===== src/rtl/uirsa_pkg.sv =====
// Shared definitions for the fetch/decode slice.
// Contents: primary opcode constants, extended-opcode constants, the
// fetch FSM state enum, and a legality helper for primary opcodes.
package uirsa_pkg;

    // Primary opcodes (instruction bits [31:26])
    localparam logic [5:0] OP_ADDI  = 6'd14;
    localparam logic [5:0] OP_ADDIS = 6'd15;
    localparam logic [5:0] OP_B     = 6'd18;
    localparam logic [5:0] OP_XL    = 6'd19;
    localparam logic [5:0] OP_RLWNM = 6'd23;
    localparam logic [5:0] OP_ORI   = 6'd24;
    localparam logic [5:0] OP_XORI  = 6'd26;
    localparam logic [5:0] OP_ANDI  = 6'd28;
    localparam logic [5:0] OP_X     = 6'd31;
    localparam logic [5:0] OP_LWZ   = 6'd32;
    localparam logic [5:0] OP_LBZ   = 6'd34;
    localparam logic [5:0] OP_STW   = 6'd36;
    localparam logic [5:0] OP_STWU  = 6'd37;
    localparam logic [5:0] OP_STB   = 6'd38;
    localparam logic [5:0] OP_LHZ   = 6'd40;
    localparam logic [5:0] OP_LHA   = 6'd42;
    localparam logic [5:0] OP_STH   = 6'd44;
    localparam logic [5:0] OP_LD    = 6'd58;
    localparam logic [5:0] OP_STD   = 6'd62;

    // XO-form extended opcodes (bits [9:1]) under OP_X
    localparam logic [8:0] XO_ADD = 9'd266;
    localparam logic [8:0] XO_SUB = 9'd40;

    // X-form extended opcodes (bits [10:1]) under OP_X
    localparam logic [9:0] XOX_AND = 10'd28;
    localparam logic [9:0] XOX_XOR = 10'd316;
    localparam logic [9:0] XOX_OR  = 10'd444;

    typedef enum logic [1:0] {
        ST_FETCH = 2'd0,
        ST_WAIT  = 2'd1,
        ST_ISSUE = 2'd2,
        ST_HALT  = 2'd3
    } fsm_state_t;

    function automatic logic is_legal_opcode(input logic [5:0] op);
        case (op)
            OP_ADDI, OP_ADDIS, OP_B, OP_XL, OP_RLWNM, OP_ORI, OP_XORI,
            OP_ANDI, OP_X, OP_LWZ, OP_LBZ, OP_STW, OP_STWU, OP_STB,
            OP_LHZ, OP_LHA, OP_STH, OP_LD, OP_STD: is_legal_opcode = 1'b1;
            default:                               is_legal_opcode = 1'b0;
        endcase
    endfunction

endpackage


===== src/rtl/instr_field_decode.sv =====
// Combinational field extraction for one 32-bit instruction word.
// Ports:
//   ir      - instruction register contents
//   opcode .. li - decoded fields, straight bit slices of ir except xoxo
//   xoxo    - XO-form opcode, nonzero only for OP_X with ADD or SUB
//   legal   - primary opcode is in the supported set
module instr_field_decode
    import uirsa_pkg::*;
(
    input  logic [31:0] ir,
    output logic [5:0]  opcode,
    output logic [8:0]  xoxo,
    output logic [9:0]  xox,
    output logic        rc,
    output logic        aa,
    output logic [13:0] ds,
    output logic [15:0] si,
    output logic [1:0]  xods,
    output logic [4:0]  rt_idx,
    output logic [4:0]  ra_idx,
    output logic [4:0]  rb_idx,
    output logic [23:0] li,
    output logic        legal
);

    assign opcode = ir[31:26];
    assign rt_idx = ir[25:21];
    assign ra_idx = ir[20:16];
    assign rb_idx = ir[15:11];
    assign xox    = ir[10:1];
    assign rc     = ir[0];
    assign aa     = ir[1];
    assign si     = ir[15:0];
    assign ds     = ir[15:2];
    assign xods   = ir[1:0];
    assign li     = ir[25:2];
    assign legal  = is_legal_opcode(ir[31:26]);

    // xoxo is forced to zero for every X-form word (e.g. OR with XO 444),
    // so downstream ADD/SUB detection cannot alias an X-form encoding.
    always_comb begin
        xoxo = '0;
        if (ir[31:26] == OP_X && (ir[9:1] == XO_ADD || ir[9:1] == XO_SUB)) begin
            xoxo = ir[9:1];
        end
    end

endmodule


===== src/rtl/instr_fetch_decode.sv =====
// Instruction fetch FSM with PC, instruction register and decode.
// Ports:
//   clk, rst_n            - clock, synchronous active-low reset
//   imem_req, imem_addr   - one-cycle fetch request and word address (PC)
//   imem_ack, imem_rdata  - fetch completion and instruction word
//   redirect_valid/_pc    - taken-branch redirect from execute
//   dec_valid, dec_ready  - decoded instruction handshake
//   opcode .. li, pc_out  - decoded fields and PC of the issued word
//   halted                - set by an illegal opcode, cleared only by reset
//   fsm_state             - current FSM state for observation
//
// Handshake: dec_valid rises one cycle after the accepted ack and then holds,
// with all fields and pc_out stable, until a cycle with dec_ready=1 (transfer)
// or redirect_valid=1 (squash, no transfer). dec_valid never depends
// combinationally on dec_ready.
module instr_fetch_decode
    import uirsa_pkg::*;
#(
    parameter logic [63:0] RESET_PC = 64'h0
) (
    input  logic        clk,
    input  logic        rst_n,
    output logic        imem_req,
    output logic [63:0] imem_addr,
    input  logic        imem_ack,
    input  logic [31:0] imem_rdata,
    input  logic        redirect_valid,
    input  logic [63:0] redirect_pc,
    output logic        dec_valid,
    input  logic        dec_ready,
    output logic [5:0]  opcode,
    output logic [8:0]  xoxo,
    output logic [9:0]  xox,
    output logic        rc,
    output logic        aa,
    output logic [13:0] ds,
    output logic [15:0] si,
    output logic [1:0]  xods,
    output logic [4:0]  rt_idx,
    output logic [4:0]  ra_idx,
    output logic [4:0]  rb_idx,
    output logic [23:0] li,
    output logic [63:0] pc_out,
    output logic        halted,
    output fsm_state_t  fsm_state
);

    fsm_state_t  state_q;
    logic [63:0] pc_q;
    logic [31:0] ir_q;
    logic        drop_q;
    logic        legal;

    instr_field_decode u_decode (
        .ir     (ir_q),
        .opcode (opcode),
        .xoxo   (xoxo),
        .xox    (xox),
        .rc     (rc),
        .aa     (aa),
        .ds     (ds),
        .si     (si),
        .xods   (xods),
        .rt_idx (rt_idx),
        .ra_idx (ra_idx),
        .rb_idx (rb_idx),
        .li     (li),
        .legal  (legal)
    );

    assign imem_addr = pc_q;
    assign pc_out    = pc_q;
    assign fsm_state = state_q;

    always_ff @(posedge clk) begin
        if (!rst_n) begin
            state_q   <= ST_FETCH;
            pc_q      <= RESET_PC;
            ir_q      <= '0;
            drop_q    <= 1'b0;
            imem_req  <= 1'b0;
            dec_valid <= 1'b0;
            halted    <= 1'b0;
        end else begin
            imem_req <= 1'b0;
            case (state_q)
                // The request is registered, so it is visible during the
                // first WAIT cycle. While drop_q is set a squashed fetch is
                // still in flight; no new request goes out until its ack
                // has been swallowed, keeping one request outstanding.
                ST_FETCH: begin
                    if (redirect_valid) begin
                        pc_q <= redirect_pc;
                        if (imem_ack) drop_q <= 1'b0;
                    end else if (drop_q) begin
                        if (imem_ack) drop_q <= 1'b0;
                    end else begin
                        imem_req <= 1'b1;
                        state_q  <= ST_WAIT;
                    end
                end
                ST_WAIT: begin
                    if (redirect_valid) begin
                        pc_q    <= redirect_pc;
                        state_q <= ST_FETCH;
                        // An ack in this same cycle retires the old request.
                        drop_q  <= !imem_ack;
                    end else if (imem_ack) begin
                        ir_q      <= imem_rdata;
                        // Illegal words never present dec_valid.
                        dec_valid <= is_legal_opcode(imem_rdata[31:26]);
                        state_q   <= ST_ISSUE;
                    end
                end
                ST_ISSUE: begin
                    if (redirect_valid) begin
                        pc_q      <= redirect_pc;
                        dec_valid <= 1'b0;
                        state_q   <= ST_FETCH;
                    end else if (!legal) begin
                        dec_valid <= 1'b0;
                        halted    <= 1'b1;
                        state_q   <= ST_HALT;
                    end else if (dec_ready) begin
                        pc_q      <= pc_q + 64'd4;
                        dec_valid <= 1'b0;
                        state_q   <= ST_FETCH;
                    end
                end
                ST_HALT: begin
                    dec_valid <= 1'b0;
                    halted    <= 1'b1;
                end
                default: begin
                    state_q <= ST_FETCH;
                end
            endcase
        end
    end

endmodule

===== config.mk =====
export PLATFORM = sky130hd
export DESIGN_NAME = instr_fetch_decode
export DESIGN_NICKNAME = d
export VERILOG_FILES = /design/src/rtl/uirsa_pkg.sv /design/src/rtl/instr_field_decode.sv /design/src/rtl/instr_fetch_decode.sv
export SDC_FILE = /design/constraint.sdc
export NUM_CORES = 1
export LEC_CHECK = 0
export CORE_ASPECT_RATIO = 0.75
export CORE_MARGIN = 2
export CORE_UTILIZATION = 40
export CTS_CLUSTER_SIZE = 8
export DETAILED_ROUTE_END_ITERATION = 10
export GPL_TIMING_DRIVEN = 0
export PLACE_DENSITY = 0.78
export RECOVER_POWER = 100
export SETUP_SLACK_MARGIN = 0.5
export SYNTH_ARGS = -nofsm -noshare
export SYNTH_HDL_FRONTEND = slang
export SYNTH_SLANG_ARGS = --single-unit

===== constraint.sdc =====
create_clock -name clk -period 3.4 [get_ports clk]
set_input_delay 0.34 -clock clk [delete_from_list [all_inputs] [get_ports clk]]
set_output_delay 0.34 -clock clk [all_outputs]
set_load 0.02 [all_outputs]

==> reports/results.txt <==
outcome: finished clean
Area Overhead vs Synth: 53.9%
slowest stage delay, CP: 0.61 ns
antenna violations before repair: 0
Synth Area in Simple Gates: 29.7%
largest net degree at the start of global routing: 17
Die Wd: 160 um
final hold slack: 0.474 ns
Synth Area in XOR/XNOR: 0%
post-synthesis mux area share: 1.70%
crit-path most repeated cell: nand2_1
actual slew at the worst max-slew pin: 1.31 ns
RSZ-0062 raised after global routing: true
R2R depth: 10
total congestion overflow: 0
sequential area share after synthesis: 28.2%
max_cap viols: 0
post-synthesis cell area: 7310 um^2
dpl hpwl: 25200 um
crit path cell chain: ha_1 -> clkbuf_1 -> nand2b_1 -> o221ai_1 -> clkbuf_4 -> clkbuf_2 -> nand2_1 -> nand2_1 -> nand2_1 -> o311ai_0
die area: 19400 um^2
IO Count: 332
DIE HEIGHT: 121 um
Cell Pwr Density: 314 nW/um^2
most frequent cells in the layout: dlygate4sd3_1 (226), nand2_1 (170), buf_4 (130), dfxtp_1 (103), clkdlybuf4s50_1 (98)
Worst Path Max Fanout: 10
Fill cells: 1670
Final Net Count: 1451
Critical Path RT: 3.65 ns
vias in the first global route: 8171
HP Start: ir_q[16]
H-Tree Depth: 3
Core Box Area: 17800 um^2
Final TNS setup: 0 ns
period utilization: 89.3%
GRT Util Overall: 32.5%
Synth Area in Compound Gates: 20.5%
register bit count reported by yosys: 103
Max Slew Vio Count: 0
hold depth: 2
Root Buffer: clkbuf_16
diode count: 0
DR DRC count: 0
GP Congestion: 1.00
Async SR Flop Fraction: 0%
TritonCTS clock tree: yes
fmax: 329 MHz
Inserted Clock Buffers: 9
Reg-to-Reg Start: fsm_state[1]
Initial Utilization: 41.1%
reg-to-reg slack, setup: 0.36 ns
Hold Crit Endpoint: ir_q[16]
Detailed Route Iter0 Violations: 1109
average cell area after synthesis: 7.34 um^2
Post-Synth Adder-Cell Area: 2.23%
Primary FF master, synth: dfxtp_1
cells after synthesis: 995
largest family of logic cells by synthesized area: simple AND/OR/NAND/NOR gates
Hold Path Class: reg -> reg
mean number of vias per cell: 5.69
Multi-input gate area: 3980 um^2
DRT Pass-1 Iters: 6
via count: 9007
total routed wirelength: 32900 um
slowest stage cell, crit path: o221ai_1
layout cells sized above 1: 14.2%
wire per inst: 20.8 um
minimum clock period: 3.04 ns
unique cell type count in the Yosys netlist: 77
clk_skew: 0.00996 ns
CTS Buffer Depth: 2
Critical Path Sink Type: flip-flop
count of final setup violators: 0
worst reg2reg path endpoint: imem_addr[43]
register area: 2060 um^2
first-pass GRT wire length: 48500 um
crit start category: flip-flop
most common cell after layout, fill and taps aside: dlygate4sd3_1
port bufs: 324
row count: 42
# clock sinks: 103
Final ANT Viol Nets: 0
Slew HR: 12.1%
LEAKAGE: 4.97 nW
Ys Warns: 0
Clock Latency Late Sink: 0.36 ns
EDFF count, synth: 0
maximum vdd drop: 0.214 mV
clock-pin transition on the worst setup and hold timing paths: 0.08 ns
CP Class: reg -> reg
CP Data Arrival Time: 3.29 ns
Hold Vio Cnt, Final: 0
==> layout make-up <==
class                   count  share of cell area (%)
well taps                 242                    2.69
repair buffers            327                    29.0
multi-input cells         690                    35.4
flip-flops and latches    103                    18.3
plain buffers             189                    11.0
clock inverters             4                   0.690
clock buffers              12                    2.28
inverters                  17                   0.567
==> power breakdown <==
part	switching [mW]	internal [mW]	total, mW
clock	0.506	0.690	1.20
sequential	0.126	1.27	1.40
combinational	0.481	0.462	0.943
total	1.11	2.42	3.54
==> registers in the layout (all words and copies together) (netlist names) <==
signal / flops
u_decode.legal: 1
halted: 1
fsm_state: 2
dec_valid: 1
imem_addr: 64
imem_req: 1
drop_q: 1
ir_q: 32
==> how the worst max path moves through the flow <==
| stage | start | end | slack [ns] |
|---|---|---|---|
| 2_1_floorplan | fsm_state[1] | u_decode.legal | 0.60 |
| 3_3_place_gp | redirect_valid | imem_addr[17] | 0.05 |
| 3_5_place_dp | redirect_valid | imem_addr[17] | 0.05 |
| 4_1_cts | fsm_state[1] | imem_addr[17] | 0.50 |
| 5_1_grt | fsm_state[1] | imem_addr[43] | 0.18 |
| 6_report | fsm_state[1] | imem_addr[43] | 0.36 |
==> cell families after synthesis <==
logic type      after synthesis
flops                       103
buf+inv                     206
simple gates                435
mux                          12
compound gates              225
fa+ha+maj                    13
other cells                   1
==> critical path, delay by kind of cell (launching register included) <==
kind / cells / cell delay [ns]
flops: 1 / 0.47
compound gates: 2 / 0.73
buf+inv: 3 / 1.12
simple gates: 4 / 0.41
fa+ha+maj: 1 / 0.20
==> metrics by stage <==
step           setup WS [ns]  instances  cell area (um^2)  util (%)  power (mW)
2_1_floorplan          0.596        999              7320         -        1.89
3_3_place_gp          0.0502       1565             10900      61.2        2.39
3_5_place_dp          0.0476       1565             10900      61.2        2.40
4_1_cts                0.502       1581             11200      63.2        3.57
5_1_grt                0.175       1584             11200      63.3        3.64
6_report               0.363       1584             11200      63.3        3.54
==> cell usage after synthesis, types with 3 or more instances <==
library cell | n | area, um^2
mux2_2 | 3 | 33.8
nor3_1 | 26 | 130
a32o_1 | 8 | 80.1
and3_1 | 21 | 131
o31a_1 | 6 | 52.6
o41ai_1 | 4 | 35.0
a32oi_1 | 5 | 43.8
or4_4 | 3 | 33.8
or3_1 | 15 | 93.8
o211ai_1 | 8 | 60.1
o22ai_1 | 5 | 31.3
buf_1 | 6 | 22.5
o311ai_0 | 5 | 43.8
a31oi_1 | 18 | 113
a22o_1 | 8 | 70.1
and2_1 | 10 | 62.6
clkbuf_1 | 48 | 180
nor2_1 | 59 | 221
nand4b_1 | 3 | 26.3
o21ai_0 | 38 | 190
ha_1 | 13 | 163
and4_1 | 4 | 35.0
nand2b_1 | 8 | 50.1
a311oi_1 | 3 | 26.3
a22oi_1 | 9 | 67.6
a211oi_1 | 3 | 22.5
dfxtp_1 | 103 | 2060
mux2i_1 | 9 | 90.1
a21o_1 | 3 | 22.5
nand2_1 | 170 | 638
o21a_1 | 3 | 22.5
nand3b_1 | 4 | 30.0
buf_4 | 127 | 953
or4_1 | 6 | 45.0
nand3_1 | 51 | 255
nand4_1 | 26 | 163
nor4_1 | 9 | 56.3
o31ai_1 | 9 | 67.6
inv_1 | 17 | 63.8
a21oi_1 | 68 | 340
==> what timing repair did <==
| action | in CTS | in global routing |
|---|---|---|
| hold buffers | 0 | 0 |
| setup endpoints to repair | 48 | 58 |
| pin swaps | 0 | 1 |
| resized for setup | 16 | 14 |
| setup buffers | 0 | 3 |
==> routing by layer <==
layer  track usage (%)  share of wire (%)
met5                 0                  0
met3              11.2                 14
met4              7.26                2.0
met1              46.8                 42
met2              46.6                 42
Power figures use the tool's default switching activity.
